File: src/rtl/alu_seq_unit_if.sv
// alu_seq_unit_if
//   Handshake bundle for alu_seq_unit.
//   Upstream side : in_valid, in_ready, a, b, op
//   Downstream    : out_valid, out_ready, f, flag_z, flag_n, flag_c, flag_v
//   master : driven by the producer/consumer environment
//   slave  : the ALU itself
interface alu_seq_unit_if #(
  parameter int WIDTH = 8
);
  logic             in_valid;
  logic             in_ready;
  logic [WIDTH-1:0] a;
  logic [WIDTH-1:0] b;
  logic [2:0]       op;
  logic             out_valid;
  logic             out_ready;
  logic [WIDTH-1:0] f;
  logic             flag_z;
  logic             flag_n;
  logic             flag_c;
  logic             flag_v;

  modport master (
    output in_valid, a, b, op, out_ready,
    input  in_ready, out_valid, f, flag_z, flag_n, flag_c, flag_v
  );

  modport slave (
    input  in_valid, a, b, op, out_ready,
    output in_ready, out_valid, f, flag_z, flag_n, flag_c, flag_v
  );
endinterface

File: src/rtl/alu_seq_unit.sv
// alu_seq_unit
//   Registered WIDTH-bit ALU: AND/OR/XOR/NOT/ADD/SUB in one cycle, logical
//   shifts serially at one bit per cycle. Valid/ready on both sides.
//   clk    : system clock, rising edge
//   rst_n  : asynchronous reset, active-low
//   bus    : alu_seq_unit_if.slave (operands/opcode in, result/flags out)
//
//   state | meaning
//   IDLE  | ready for an operation (in_ready=1)
//   SHIFT | serial shift in progress, cnt = shifts still to do
//   DONE  | result and flags presented (out_valid=1) until out_ready
module alu_seq_unit #(
  parameter int WIDTH = 8
) (
  input logic          clk,
  input logic          rst_n,
  alu_seq_unit_if.slave bus
);
  localparam int              CW      = $clog2(WIDTH + 1);
  localparam logic [CW-1:0]   CNT_MAX = CW'(WIDTH);
  localparam logic [WIDTH-1:0] W_LIM  = WIDTH'(WIDTH);
  localparam int              M       = WIDTH - 1;

  typedef enum logic [1:0] {IDLE, SHIFT, DONE} state_t;

  state_t           state, state_nxt;
  logic [WIDTH-1:0] sh_reg;
  logic [CW-1:0]    cnt;
  logic             sh_right;
  logic [WIDTH-1:0] f_q;
  logic             z_q, n_q, c_q, v_q;

  logic             is_shift;
  logic [CW-1:0]    sh_cnt;
  logic [WIDTH:0]   sum, diff;
  logic [WIDTH-1:0] imm_f;
  logic             imm_c, imm_v;
  logic [WIDTH-1:0] sh_next;
  logic             sh_out;
  logic             load_sh, shift_en, load_out;
  logic [WIDTH-1:0] out_f;
  logic             out_c, out_v;

  assign is_shift = (bus.op[2:1] == 2'b11);
  // Shift counts saturate at WIDTH: beyond that the result is already all zero.
  assign sh_cnt   = (bus.b >= W_LIM) ? CNT_MAX : bus.b[CW-1:0];
  assign sum      = {1'b0, bus.a} + {1'b0, bus.b};
  assign diff     = {1'b0, bus.a} - {1'b0, bus.b};
  assign sh_next  = sh_right ? {1'b0, sh_reg[WIDTH-1:1]} : {sh_reg[WIDTH-2:0], 1'b0};
  assign sh_out   = sh_right ? sh_reg[0] : sh_reg[M];

  // Single-cycle result; a shift by zero also lands here as a pass-through of a.
  always_comb begin
    imm_f = '0;
    imm_c = 1'b0;
    imm_v = 1'b0;
    case (bus.op)
      3'b000: imm_f = bus.a & bus.b;
      3'b001: imm_f = bus.a | bus.b;
      3'b010: imm_f = bus.a ^ bus.b;
      3'b011: imm_f = ~bus.a;
      3'b100: begin
        imm_f = sum[M:0];
        imm_c = sum[WIDTH];
        imm_v = (bus.a[M] == bus.b[M]) && (sum[M] != bus.a[M]);
      end
      3'b101: begin
        imm_f = diff[M:0];
        imm_c = ~diff[WIDTH];
        imm_v = (bus.a[M] != bus.b[M]) && (diff[M] != bus.a[M]);
      end
      default: imm_f = bus.a;
    endcase
  end

  always_ff @(posedge clk or negedge rst_n) begin
    if (!rst_n) state <= IDLE;
    else        state <= state_nxt;
  end

  always_comb begin
    state_nxt = state;
    load_sh   = 1'b0;
    shift_en  = 1'b0;
    load_out  = 1'b0;
    out_f     = imm_f;
    out_c     = imm_c;
    out_v     = imm_v;
    case (state)
      IDLE: begin
        if (bus.in_valid) begin
          if (is_shift && (sh_cnt != '0)) begin
            load_sh   = 1'b1;
            state_nxt = SHIFT;
          end else begin
            load_out  = 1'b1;
            state_nxt = DONE;
          end
        end
      end
      SHIFT: begin
        shift_en = 1'b1;
        out_f    = sh_next;
        out_c    = sh_out;
        out_v    = 1'b0;
        if (cnt == CW'(1)) begin
          load_out  = 1'b1;
          state_nxt = DONE;
        end
      end
      DONE: begin
        if (bus.out_ready) state_nxt = IDLE;
      end
      default: state_nxt = IDLE;
    endcase
  end

  always_ff @(posedge clk or negedge rst_n) begin
    if (!rst_n) begin
      sh_reg   <= '0;
      cnt      <= '0;
      sh_right <= 1'b0;
      f_q      <= '0;
      z_q      <= 1'b0;
      n_q      <= 1'b0;
      c_q      <= 1'b0;
      v_q      <= 1'b0;
    end else begin
      if (load_sh) begin
        sh_reg   <= bus.a;
        cnt      <= sh_cnt;
        sh_right <= bus.op[0];
      end else if (shift_en) begin
        sh_reg <= sh_next;
        cnt    <= cnt - CW'(1);
      end
      // f/flags only change when a finished result is registered, so they
      // keep the previous result through IDLE and SHIFT.
      if (load_out) begin
        f_q <= out_f;
        z_q <= (out_f == '0);
        n_q <= out_f[M];
        c_q <= out_c;
        v_q <= out_v;
      end
    end
  end

  assign bus.in_ready  = (state == IDLE);
  assign bus.out_valid = (state == DONE);
  assign bus.f         = f_q;
  assign bus.flag_z    = z_q;
  assign bus.flag_n    = n_q;
  assign bus.flag_c    = c_q;
  assign bus.flag_v    = v_q;
endmodule

File: src/flat_wrapper.sv
// flat-port wrapper written by rule: the top's interface ports become plain ports
module alu_seq_unit_flat 
#(
  parameter int WIDTH = 8
)
  (clk, rst_n, bus_in_valid, bus_a, bus_b, bus_op, bus_out_ready, bus_in_ready, bus_out_valid, bus_f, bus_flag_z, bus_flag_n, bus_flag_c, bus_flag_v);
  alu_seq_unit_if #(.WIDTH(WIDTH)) bus_i ();
  input logic clk;
  input logic rst_n;
  input wire logic [$bits(bus_i.in_valid)-1:0] bus_in_valid;
  input wire logic [$bits(bus_i.a)-1:0] bus_a;
  input wire logic [$bits(bus_i.b)-1:0] bus_b;
  input wire logic [$bits(bus_i.op)-1:0] bus_op;
  input wire logic [$bits(bus_i.out_ready)-1:0] bus_out_ready;
  output wire logic [$bits(bus_i.in_ready)-1:0] bus_in_ready;
  output wire logic [$bits(bus_i.out_valid)-1:0] bus_out_valid;
  output wire logic [$bits(bus_i.f)-1:0] bus_f;
  output wire logic [$bits(bus_i.flag_z)-1:0] bus_flag_z;
  output wire logic [$bits(bus_i.flag_n)-1:0] bus_flag_n;
  output wire logic [$bits(bus_i.flag_c)-1:0] bus_flag_c;
  output wire logic [$bits(bus_i.flag_v)-1:0] bus_flag_v;
  assign bus_i.in_valid = bus_in_valid;
  assign bus_i.a = bus_a;
  assign bus_i.b = bus_b;
  assign bus_i.op = bus_op;
  assign bus_i.out_ready = bus_out_ready;
  assign bus_in_ready = bus_i.in_ready;
  assign bus_out_valid = bus_i.out_valid;
  assign bus_f = bus_i.f;
  assign bus_flag_z = bus_i.flag_z;
  assign bus_flag_n = bus_i.flag_n;
  assign bus_flag_c = bus_i.flag_c;
  assign bus_flag_v = bus_i.flag_v;
  alu_seq_unit #(.WIDTH(WIDTH)) u_core (.clk(clk), .rst_n(rst_n), .bus(bus_i));
endmodule
File: config.mk
export PLATFORM = sky130hd
export DESIGN_NAME = alu_seq_unit_flat
export DESIGN_NICKNAME = d
export VERILOG_FILES = /design/src/rtl/alu_seq_unit_if.sv /design/src/rtl/alu_seq_unit.sv /design/src/flat_wrapper.sv
export SDC_FILE = /design/constraint.sdc
export NUM_CORES = 1
export LEC_CHECK = 0
export ABC_AREA = 1
export BUFFER_PORTS_ARGS = -buffer_cell sky130_fd_sc_hd__buf_2
export CAP_MARGIN = 20
export CORE_UTILIZATION = 59
export CTS_CLUSTER_SIZE = 25
export DETAILED_ROUTE_END_ITERATION = 12
export PLACE_DENSITY_LB_ADDON = 0.08
export SYNTH_ARGS = -nofsm -noshare
export SYNTH_HDL_FRONTEND = slang
export SYNTH_SLANG_ARGS = --single-unit
File: constraint.sdc
create_clock -name clk -period 1.82 [get_ports clk]
set_clock_uncertainty 0.05 [all_clocks]
set_input_delay 0.182 -clock clk [delete_from_list [all_inputs] [get_ports clk]]
set_output_delay 0.182 -clock clk [all_outputs]
set_load 0.02 [all_outputs]
After elaboration in Yosys (flattened, before gate mapping):

Index checks and enable logic that the tools add are counted.

* flip-flop bits (word level): 27
* logic and storage cells: 69

* add/sub/neg operators: 3
* order comparisons: 1
* equality and inequality tests: 16
* muxes and demuxes: 26
* bitwise gates (word level): 5
* reduce and logical (&&, ||, !) cells: 9

Operators with widths (count)
* case mux 8 bit (6 select lines): 1
* two-way mux 8 bit: 4
* two-way mux 4 bit: 3
* two-way mux 1 bit: 10
* adder 8 x 8 -> 9 bit: 1
* subtractor 8 x 8 -> 9 bit: 1
* bitwise AND 8 bit: 1
* >= comparator 8 x 4 -> 1 bit, second input constant: 1
* zero test 8 bit: 1
* two-way mux 2 bit: 4
* NOT 8 bit: 1
* bitwise OR 8 bit: 1
* bitwise XOR 8 bit: 1
* == test 3 x 2 -> 1 bit, second input constant: 2
* == test 3 bit, second input constant: 2
* case mux 1 bit (2 select lines): 3
* case mux 2 bit (3 select lines): 1
* == test 2 bit, second input constant: 2
* == test 4 x 1 -> 1 bit, second input constant: 1
* inequality test 2 bit, second input constant: 2
* nonzero test 4 bit: 1
* subtractor 4 x 1 -> 4 bit, second input constant: 1
* == test 3 x 1 -> 1 bit, second input constant: 1
* logical AND 1 bit: 3
* 9 further kinds: 11

Logic depth before layout (Yosys ltp):

Gate-level depths: netlist (run 1).

* word-level depth: 8
* mapped depth: 16

Worst setup path after synthesis (run 1):

No wires, ideal clock.

* kind: input to register
* start point: in bus_a[0]
* end point: reg u_core.z_q (netlist: u_core.bus.flag_z)
* setup time: 0.065 ns
* arrival: 1.637 ns
* setup slack: 0.068 ns
* stages: 14
* cells stage by stage: inv_1 -> ha_1 -> fa_1 -> inv_1 -> nand2_1 -> nand3_1 -> nand2_1 -> a21oi_1 -> nand2_1 -> a21oi_1 -> nand2_1 -> nor2_1 -> nand3_1 -> nand2_1

* cells in the longest elaborated chain, start to end: 4

Ends and longest elaborated chain
* from (decl): line flat_wrapper.sv:11 `input wire logic [$bits(bus_i.a)-1:0] bus_a;`
* subtractor 8 x 8 -> 9 bit, or another cell as far along: line alu_seq_unit.sv:48 `assign diff = {1'b0, bus.a} - {1'b0, bus.b};`
* case mux 8 bit (6 select lines) *: line alu_seq_unit.sv:57 `case (bus.op)`
* two-way mux 8 bit *: line alu_seq_unit.sv:89 `case (state)`
* zero test 8 bit *: line alu_seq_unit.sv:141 `z_q <= (out_f == '0);`
* to (signal assigned): line alu_seq_unit.sv:141
* to (decl): line alu_seq_unit.sv:31 `logic z_q, n_q, c_q, v_q;`

Mark *: on every way between the ends. The rest lies on a longest branch, timed or not.
A chain may end at the register's enable or synchronous reset.

Worst setup path after layout (run 1):

Same ends and word-level chain as after synthesis.

==> results of run 1 <==
-- per-layer routing --
metal	vias to the layer above	GRT usage	part of all wire	routed length, um
li1	1546	-	-	-
met1	1436	0.472	0.41	3430
met2	178	0.594	0.47	3930
met3	24	0.0407	0.087	722
met4	0	0.0884	0.026	214
met5	-	0	0	0
-- final cells by class --
cell class	instances	area, um2
timing repair buffer	95	641
sequential	26	651
multi-input combinational	318	1760
clock buffer	4	55.1
fill	348	928
tap	52	65.1
inverter	67	251
-- power by group through the flow --
| stage | clock network (mW) | logic (mW) | registers (mW) |
|---|---|---|---|
| finish | 0.383 | 1.93 | 1.03 |
| global route | 0.405 | 2.14 | 1.06 |
| global placement | 0 | 1.78 | 1.01 |
| CTS | 0.387 | 1.83 | 1.01 |
| floorplan | 0 | 1.04 | 1.12 |
| detailed placement | 0 | 1.81 | 1.02 |
-- what timing repair did --
item / CTS / global route
hold endpoints to repair: 26 / 0
hold buffers: 1 / 0
setup buffers: 0 / 1
endpoints found under the setup margin: 0 / 6
resized for setup: 0 / 23
-- worst reg2reg max path: stages (launching register included) --
cell     delay [ns]
dfrtp_1        0.39
inv_1          0.11
nand2_2        0.12
inv_2          0.10
buf_4          0.16
a21oi_1        0.07
a21oi_2        0.25
nand3_1        0.11
nor2_1         0.13
nand3_1        0.09
nand2_1        0.06
-- layout by cell type, fill, tap and decap left out, types with 3 or more instances in the layout --
| cell type | count |
|---|---|
| o22ai_1 | 3 |
| buf_2 | 35 |
| nand4_1 | 5 |
| nand3_1 | 35 |
| inv_1 | 56 |
| buf_4 | 57 |
| ha_1 | 25 |
| a22oi_1 | 3 |
| inv_2 | 11 |
| nor2_1 | 30 |
| nand3b_1 | 3 |
| o21ai_0 | 29 |
| a21oi_2 | 6 |
| nand3_2 | 3 |
| clkbuf_8 | 4 |
| dfrtp_1 | 26 |
| a21oi_1 | 25 |
| nand2_1 | 119 |
| nor3_1 | 3 |
| a31oi_1 | 5 |
| nor2_2 | 3 |
-- cell families after synthesis --
group                    count (synthesis)  synth area share
buffers and inverters                   77             0.118
XOR/XNOR                                 1           0.00328
AND/OR/NAND/NOR                        208             0.329
AO/OA/AOI/OAI                           81             0.169
flip-flops                              26             0.244
adder cells (fa/ha/maj)                 28             0.137
-- how the worst max path moves through the flow --
stage,to,slack [ns],depth (start not counted)
4_1_cts,u_core.bus.flag_z,0.02,15
5_1_grt,u_core.bus.flag_z,-0.02,15
6_report,u_core.bus.flag_z,0.07,16
3_3_place_gp,u_core.bus.flag_z,-0.23,15
3_5_place_dp,u_core.bus.flag_z,-0.26,15
2_1_floorplan,u_core.bus.flag_z,0.07,14
-- through the flow --
step	TNS (ns)	hold WS, ns	cells	total power [mW]	util
5_1_grt	-0.0199	0.151	562	3.61	0.787
3_5_place_dp	-0.970	0.162	556	2.83	0.756
6_report	0	0.141	562	3.34	0.787
4_1_cts	0	0.139	561	3.22	0.771
2_1_floorplan	0	-0.164	421	2.16	-
3_3_place_gp	-0.792	0.156	556	2.79	0.756
==> flow_metrics.py, run 1 <==
metrics = {
    "outcome": {
        "status": "complete, no violations",
    },
    "floorplan": {
        "core_um2": 4350,
        "row_count": 24,
        "initial_core_util": 0.613,
        "fp.dieW_um": 69.3,
        "boundaryPins": 37,
        "die-area_um2": 4800,
        "die_h_um": 69.3,
    },
    "critical_path": {
        "crit_top_cell": "nand2_1",
        "r2r_start": "u_core.state[1]",
        "cp_slowest_cell": "fa_2",
        "required_ns": 1.99,
        "start_kind": "input port",
        "max_stage_delay_ns": 0.52,
        "crit_chain": "buf_2, inv_1, ha_2, fa_2, inv_1, nand2_1, nand2_1, nor2_1, nand2_1, nand2_1, nand3_2, nor2_2, nand2_1, nor2_1, nand3_1, nand2_1",
        "reg2reg_slack_ns": 0.13,
        "r2r_end": "u_core.bus.flag_z",
        "startpoint": "bus_a[0]",
        "cp_num_buf_inv": 3,
        "path_class": "input port to register",
        "cp.arrival_ns": 1.93,
        "end_kind": "register",
        "r2r_cells": 10,
        "path_delay_family": "simple AND/OR/NAND/NOR gates",
        "critPathMaxFanout": 2,
    },
    "route": {
        "viasPerCell": 5.67,
        "ant_nets": 0,
        "num_vias": 3184,
        "firstDrtPassIters": 6,
        "drc_errors": 0,
        "wl_per_cell_um": 14.8,
        "wirelength_um": 8300,
        "first_iter_violations": 370,
    },
    "power_and_ir_drop": {
        "irDropWorstVdd_mv": 0.894,
        "p_per_area_nw_per_um2": 976,
        "p_int_mw": 1.79,
        "p_sw_mw": 1.55,
        "pwr-share-seq": 0.309,
        "power.share.switching": 0.464,
        "power_frac_clock": 0.115,
        "p_comb_frac": 0.577,
        "power_leakage_nw": 1.91,
    },
    "worst_hold_path": {
        "worstHoldStart": "bus_out_ready",
        "hp-class": "input port to register",
        "holdPathEnd": "u_core.state[1]",
        "hold_depth": 4,
    },
    "layout": {
        "nNetsFinal": 562,
        "final_cell_area_um2": 3430,
        "antenna_cells": 0,
        "area_growth_pct": 28.3,
        "drive_above_1_share": 0.255,
        "largest_register_ffs": 8,
    },
    "yosys": {
        "yosysUniqueCellTypes": 36,
        "yosysTopAreaCellShare": 0.244,
        "ys_ff_latch": 26,
        "synthFlopType": "dfrtp_1",
        "synth_warnings": 0,
        "ys_seq_area_frac": 0.244,
        "netlist_area_um2": 2670,
        "synth-async-reset-ratio": 1.00,
        "syn_avg_cell_area_um2": 6.34,
        "synth_area_leaders": "dfrtp_1, nand2_1, ha_1",
        "synth_top_cell_by_area": "dfrtp_1",
        "synth-edff-count": 0,
        "yosysMostFrequentCell": "nand2_1",
        "synthesis.nets": 472,
        "yosys-top-cells-count": "nand2_1, inv_1, nand3_1",
        "syn_inst": 421,
    },
    "global_routing": {
        "antenna_found_initial": 0,
        "grt_use_total": 0.350,
        "grt_pass1_vias": 2967,
        "grt_pass1_wl_um": 13600,
        "overflow": 0,
        "grt_max_degree": 27,
    },
    "sta": {
        "hold_viol": 0,
        "fmax_ghz": 0.570,
        "period_share": 0.964,
        "fin_ws_ns": 0.0652,
        "worst_pin_slew_ns": 0.612,
        "relSlewSlack": 0.592,
        "period_minus_slack_ns": 1.75,
        "setup_viol": 0,
        "maxSlewViolCount": 0,
    },
    "place": {
        "dpl-instance-area_um2": 3290,
        "port_buffers": 36,
        "pre_cts_slack_ns": -0.263,
        "dp_hpwl_um": 6400,
        "gp_congestion": 1.03,
    },
    "cts": {
        "cts_root_buf": "clkbuf_8",
        "path_clk_slew_ns": 0.09,
        "clock-sinks": 26,
        "ctsHtreeMaxLevel": 1,
        "cts_tree": "yes",
        "clk_path_buf_depth": 2,
        "numCtsBuffers": 3,
        "clk_latency_ns": 0.28,
    },
    "job": {
        "cap_violations": 0,
    },
}
Note: power is estimated with default switching activity, not from simulation.
==> run 2, diff against run 1 <==
--- a/config.mk
+++ b/config.mk
@@ -12,6 +12,8 @@
 export CTS_CLUSTER_SIZE = 25
 export DETAILED_ROUTE_END_ITERATION = 12
 export PLACE_DENSITY_LB_ADDON = 0.08
+export RECOVER_POWER = 50
+export SKIP_CTS_REPAIR_TIMING = 1
 export SYNTH_ARGS = -nofsm -noshare
 export SYNTH_HDL_FRONTEND = slang
 export SYNTH_SLANG_ARGS = --single-unit
==> run 2 against run 1 <==
Hold slack got worse by 0.0014 ns. Design area decreased by 0.22%. First-iteration DRC count decreased by 14%. Largest cell class unchanged.
==> flow_metrics.py, run 2 (same netlist as run 1, synthesis figures left out) <==
metrics = {
    "floorplan": {
        "boundaryPins": 37,
        "row_count": 24,
        "initial_core_util": 0.613,
        "core_um2": 4350,
        "die-area_um2": 4800,
        "die_h_um": 69.3,
        "fp.dieW_um": 69.3,
    },
    "sta": {
        "holdWs_ns": 0.139,
        "maxSlewViolCount": 0,
        "fmax_ghz": 0.566,
        "hold_viol": 0,
        "relSlewSlack": 0.547,
        "worst_pin_slew_ns": 0.679,
        "setup-tns-final_ns": 0,
        "fin_ws_ns": 0.0536,
        "setup_viol": 0,
        "period_minus_slack_ns": 1.77,
        "period_share": 0.971,
    },
    "layout": {
        "antenna_cells": 0,
        "area_growth_pct": 28.0,
        "fin_util": 0.785,
        "regArea_um2": 651,
        "multiInputGateArea_um2": 1760,
        "final_cell_mix": "nand2_1, buf_4, inv_1, nand3_1, nor2_1",
        "final_cell_area_um2": 3420,
        "largest_register_ffs": 8,
        "stdcell_count": 562,
        "drive_above_1_share": 0.243,
        "nFillCells": 352,
        "nNetsFinal": 562,
        "final_common_cell": "nand2_1",
    },
    "cts": {
        "clk_latency_ns": 0.28,
        "ctsHtreeMaxLevel": 1,
        "cts_root_buf": "clkbuf_8",
        "cts_tree": "yes",
        "path_clk_slew_ns": 0.09,
        "numCtsBuffers": 3,
        "clk_path_buf_depth": 2,
        "clock-sinks": 26,
    },
    "place": {
        "gp_congestion": 1.03,
        "dpl-instance-area_um2": 3290,
        "port_buffers": 36,
        "place_inst": 556,
        "dp_hpwl_um": 6400,
        "pre_cts_slack_ns": -0.263,
    },
    "critical_path": {
        "end_kind": "register",
        "r2r_end": "u_core.bus.flag_z",
        "path_delay_family": "simple AND/OR/NAND/NOR gates",
        "reg2reg_slack_ns": 0.12,
        "cp.arrival_ns": 1.94,
        "crit_chain": "buf_2, inv_1, ha_2, fa_2, inv_1, nand2_1, nand2_1, nor2_1, nand2_1, nand2_1, nand3_2, nor2_2, nand2_1, nor2_1, nand3_1, nand2_1",
        "r2r_start": "u_core.state[1]",
        "required_ns": 1.99,
        "critPathMaxFanout": 2,
        "max_stage_delay_ns": 0.52,
        "start_kind": "input port",
        "path_class": "input port to register",
        "cp_slowest_cell": "fa_2",
        "cp_num_buf_inv": 3,
        "r2r_cells": 10,
        "crit_top_cell": "nand2_1",
    },
    "route": {
        "drc_errors": 0,
        "first_iter_violations": 319,
        "viasPerCell": 5.67,
        "firstDrtPassIters": 5,
        "wirelength_um": 8400,
        "wl_per_cell_um": 14.9,
        "num_vias": 3188,
        "ant_nets": 0,
    },
    "worst_hold_path": {
        "hp-class": "input port to register",
        "hold_depth": 4,
        "worstHoldStart": "bus_out_ready",
        "holdPathEnd": "u_core.state[1]",
    },
    "global_routing": {
        "grt_use_total": 0.349,
        "grt_pass1_wl_um": 13600,
        "overflow": 0,
        "grt_max_degree": 27,
        "grt_pass1_vias": 2966,
        "antenna_found_initial": 0,
    },
    "power_and_ir_drop": {
        "irDropWorstVdd_mv": 0.880,
        "p_per_area_nw_per_um2": 974,
        "power_leakage_nw": 1.89,
        "finalPower_mw": 3.33,
    },
    "outcome": {
        "status": "complete, no violations",
    },
    "job": {
        "cap_violations": 0,
    },
}
run 2: cell types whose count changed in the layout (fill, tap and decap cells not counted), sizes merged:
cell | previous run | this run
buf | 93 | 86
clkbuf | 5 | 12
run 2: power by group:
part | internal (mW) | switching (mW)
Clock | 0.194 | 0.188
Combinational | 0.728 | 1.19
Sequential | 0.853 | 0.179
run 2: metal layers:
layer  share of wire  track usage  up-vias
met4           0.031       0.0975        0
met2            0.47        0.586      164
li1                -            -     1548
met5               0            0        -
met3           0.083       0.0407       34
met1            0.42        0.474     1442
run 2: area by class of cell:
cell class,instances,area share
multi-input cells,318,0.516
well taps,52,0.0190
repair buffers,95,0.185
flip-flops and latches,26,0.190
inverters,67,0.0736
clock buffers,4,0.0161
run 2: worst register-to-register path, cell delays in order, from the launching register on:
cell,delay [ns]
dfrtp_1,0.39
inv_1,0.11
nand2_2,0.12
inv_2,0.10
buf_4,0.17
a21oi_1,0.08
a21oi_2,0.26
nand3_1,0.11
nor2_1,0.13
nand3_1,0.09
nand2_1,0.06
run 2: worst max path at each step:
| stage | startpoint | cells past startpoint | slack, ns | endpoint |
|---|---|---|---|---|
| 2_1_floorplan | bus_a[0] | 14 | 0.07 | u_core.bus.flag_z |
| 3_3_place_gp | bus_b[0] | 15 | -0.23 | u_core.bus.flag_z |
| 3_5_place_dp | bus_b[0] | 15 | -0.26 | u_core.bus.flag_z |
| 4_1_cts | bus_b[0] | 15 | 0.02 | u_core.bus.flag_z |
| 5_1_grt | bus_b[1] | 15 | -0.02 | u_core.bus.flag_z |
| 6_report | bus_a[0] | 16 | 0.05 | u_core.bus.flag_z |
==> run 3, diff against run 2 <==
--- a/config.mk
+++ b/config.mk
@@ -5,10 +5,10 @@
 export SDC_FILE = /design/constraint.sdc
 export NUM_CORES = 1
 export LEC_CHECK = 0
-export ABC_AREA = 1
 export BUFFER_PORTS_ARGS = -buffer_cell sky130_fd_sc_hd__buf_2
 export CAP_MARGIN = 20
 export CORE_UTILIZATION = 59
+export CTS_BUF_LIST = sky130_fd_sc_hd__clkbuf_16
 export CTS_CLUSTER_SIZE = 25
 export DETAILED_ROUTE_END_ITERATION = 12
 export PLACE_DENSITY_LB_ADDON = 0.08
==> run 3 against run 2 <==
The flow now finishes with violations (setup timing). Flip-flop and latch count unchanged. First-iteration DRC count increased by 22%. Clock power increased by 70%. Hold slack improved by 0.079 ns. Critical path depth decreased by 5. Total power increased by 24%. Design area increased by 17%. Synthesized area increased by 1.9%. Highest routed layer unchanged.
==> flow_metrics.py, run 3 <==
metrics = {
    "critical_path": {
        "start_kind": "input port",
        "r2r_end": "u_core.bus.flag_z",
        "cp_slowest_cell": "fa_2",
        "crit_top_cell": "o21bai_4",
        "path_class": "input port to register",
        "cp.arrival_ns": 2.25,
        "path_depth": 11,
        "end_kind": "register",
        "reg2reg_slack_ns": -0.15,
        "path_delay_family": "compound AO/OA/AOI/OAI gates",
        "r2r_cells": 8,
        "r2r_start": "u_core.state[0]",
        "max_stage_delay_ns": 0.40,
        "crit_chain": "buf_12, inv_12, ha_4, fa_2, o21bai_4, a2111oi_4, a221oi_2, mux2i_1, o21bai_4, nor4_2, a32o_1",
        "required_ns": 1.97,
        "cp_num_buf_inv": 2,
        "critPathMaxFanout": 3,
    },
    "layout": {
        "drive_above_1_share": 0.430,
        "nFillCells": 189,
        "area_growth_pct": 46.9,
        "final_common_cell": "buf_4",
        "largest_register_ffs": 8,
        "antenna_cells": 0,
        "fin_util": 0.912,
        "final_cell_mix": "buf_4, buf_2, o21ai_0, dfrtp_1, nand2_1",
        "nNetsFinal": 496,
    },
    "cts": {
        "clock-sinks": 26,
        "cts_root_buf": "clkbuf_16",
        "ctsHtreeMaxLevel": 1,
        "numCtsBuffers": 3,
        "path_clk_slew_ns": 0.07,
        "clk_latency_ns": 0.26,
        "cts_tree": "yes",
        "clk_path_buf_depth": 2,
    },
    "place": {
        "dp_hpwl_um": 6650,
        "gp_congestion": 0.927,
        "port_buffers": 36,
        "pre_cts_slack_ns": -0.589,
    },
    "power_and_ir_drop": {
        "pwr-share-seq": 0.268,
        "p_sw_mw": 1.79,
        "p_int_mw": 2.34,
        "p_per_area_nw_per_um2": 1030,
        "p_comb_frac": 0.575,
        "power.share.switching": 0.434,
        "irDropWorstVdd_mv": 0.545,
        "power_leakage_nw": 1.85,
        "power_frac_clock": 0.157,
    },
    "global_routing": {
        "grt_max_degree": 27,
        "grt_pass1_vias": 2893,
        "grt_pass1_wl_um": 14200,
        "overflow": 0,
        "grt_use_total": 0.364,
        "antenna_found_initial": 0,
    },
    "yosys": {
        "synth_area_leaders": "dfrtp_1, ha_1, o21ai_0",
        "syn_inst": 337,
        "synth-async-reset-ratio": 1.00,
        "synth-edff-count": 0,
        "yosysMostFrequentCell": "o21ai_0",
        "synth_top_cell_by_area": "dfrtp_1",
        "syn_avg_cell_area_um2": 8.07,
        "yosysUniqueCellTypes": 57,
        "synthesis.nets": 388,
        "yosys-top-cells-count": "o21ai_0, inv_1, dfrtp_1, ha_1, nand2_1",
        "ys_seq_area_frac": 0.239,
        "synth_warnings": 0,
        "yosysTopAreaCellShare": 0.239,
        "netlist_area_um2": 2720,
        "synthFlopType": "dfrtp_1",
        "ys_ff_latch": 26,
    },
    "worst_hold_path": {
        "hold_depth": 4,
        "hp-class": "input port to register",
        "holdPathEnd": "u_core.cnt[0]",
        "worstHoldStart": "bus_b[0]",
    },
    "route": {
        "viasPerCell": 6.60,
        "drc_errors": 0,
        "num_vias": 3275,
        "wl_per_cell_um": 20.0,
        "wirelength_um": 9910,
        "firstDrtPassIters": 5,
        "ant_nets": 0,
        "first_iter_violations": 390,
    },
    "sta": {
        "fin_ws_ns": -0.273,
        "maxSlewViolCount": 0,
        "period_share": 1.15,
        "hold_viol": 0,
        "rsz0062_at_grt": "yes",
        "setup_viol": 7,
        "period_minus_slack_ns": 2.09,
        "relSlewSlack": 0.581,
        "worst_pin_slew_ns": 0.628,
        "fmax_ghz": 0.478,
    },
    "outcome": {
        "status": "finished with violations",
        "violations": "setup timing",
    },
    "floorplan": {
        "boundaryPins": 37,
        "initial_core_util": 0.620,
        "row_count": 24,
        "die_h_um": 69.9,
        "core_um2": 4380,
        "fp.dieW_um": 69.9,
        "die-area_um2": 4890,
    },
    "job": {
        "cap_violations": 0,
    },
}
-- run 3: cell types whose count changed after synthesis, sizes merged, moves of 5 or more --
cell,previous run,this run
nor2,35,22
nor2b,0,9
a211oi,0,8
inv,67,28
a21oi,31,23
nand3,38,12
nand2,121,24
mux2i,0,9
o211ai,2,8
nor3,3,11
and3,0,5
buf,6,15
-- run 3: kinds of logic after synthesis --
kind of cell,synth area share
muxes,0.0497
adders and majority gates,0.134
and+or+nand+nor,0.206
buffers and inverters,0.0888
AOI/OAI and AO/OA,0.263
xor gates and xnor gates,0.0193
DFF,0.239
-- run 3: cell type report --
type                    instances  area, um2  share of cell area
clock buffers                   3       75.1              0.0188
multi-input cells             260       2140               0.535
clock inverters                 1       30.0             0.00751
well taps                      52       65.1              0.0163
repair buffers                126        913               0.229
flip-flops and latches         26        652               0.163
inverters                      28        121              0.0304
-- run 3: worst max path at each step --
stage,to,from
after global routing,u_core.bus.flag_z,bus_a[0]
after global placement,u_core.bus.flag_z,bus_a[0]
final,u_core.bus.flag_z,bus_a[0]
after detailed placement,u_core.bus.flag_z,bus_a[0]
after CTS,u_core.bus.flag_z,bus_a[0]
after floorplan,u_core.bus.flag_z,bus_a[0]
-- run 3: metrics by stage --
stage / instances / hold slack, ns / TNS (ns) / power [mW] / area (um2)
global route: 496 / 0.247 / -1.44 / 4.29 / 4000
CTS: 491 / -0.132 / -1.70 / 3.78 / 3740
floorplan: 337 / -0.164 / -0.260 / 2.28 / 2870
global placement: 487 / 0.153 / -3.37 / 2.99 / 3640
finish: 496 / 0.219 / -0.876 / 4.12 / 4000
detailed placement: 487 / 0.145 / -3.84 / 3.10 / 3640
-- run 3: per-layer routing --
layer,wire length [um],global-route usage,vias up
met5,0,0,-
met4,498,0.156,0
met3,978,0.0332,60
met2,4790,0.614,264
met1,3650,0.474,1525
li1,-,-,1426
-- run 3: worst min-delay path: stages --
cell,delay [ns]
buf_6,0.09
buf_4,0.11
nand3_1,0.05
o21ai_0,0.06
-- run 3: power groups by stage --
stage               clock (mW)  combinational (mW)  sequential (mW)
floorplan                    0                1.15             1.13
global placement             0                1.96             1.03
detailed placement           0                2.04             1.06
CTS                      0.636                2.08             1.06
global route             0.650                2.53             1.11
finish                   0.648                2.37             1.10
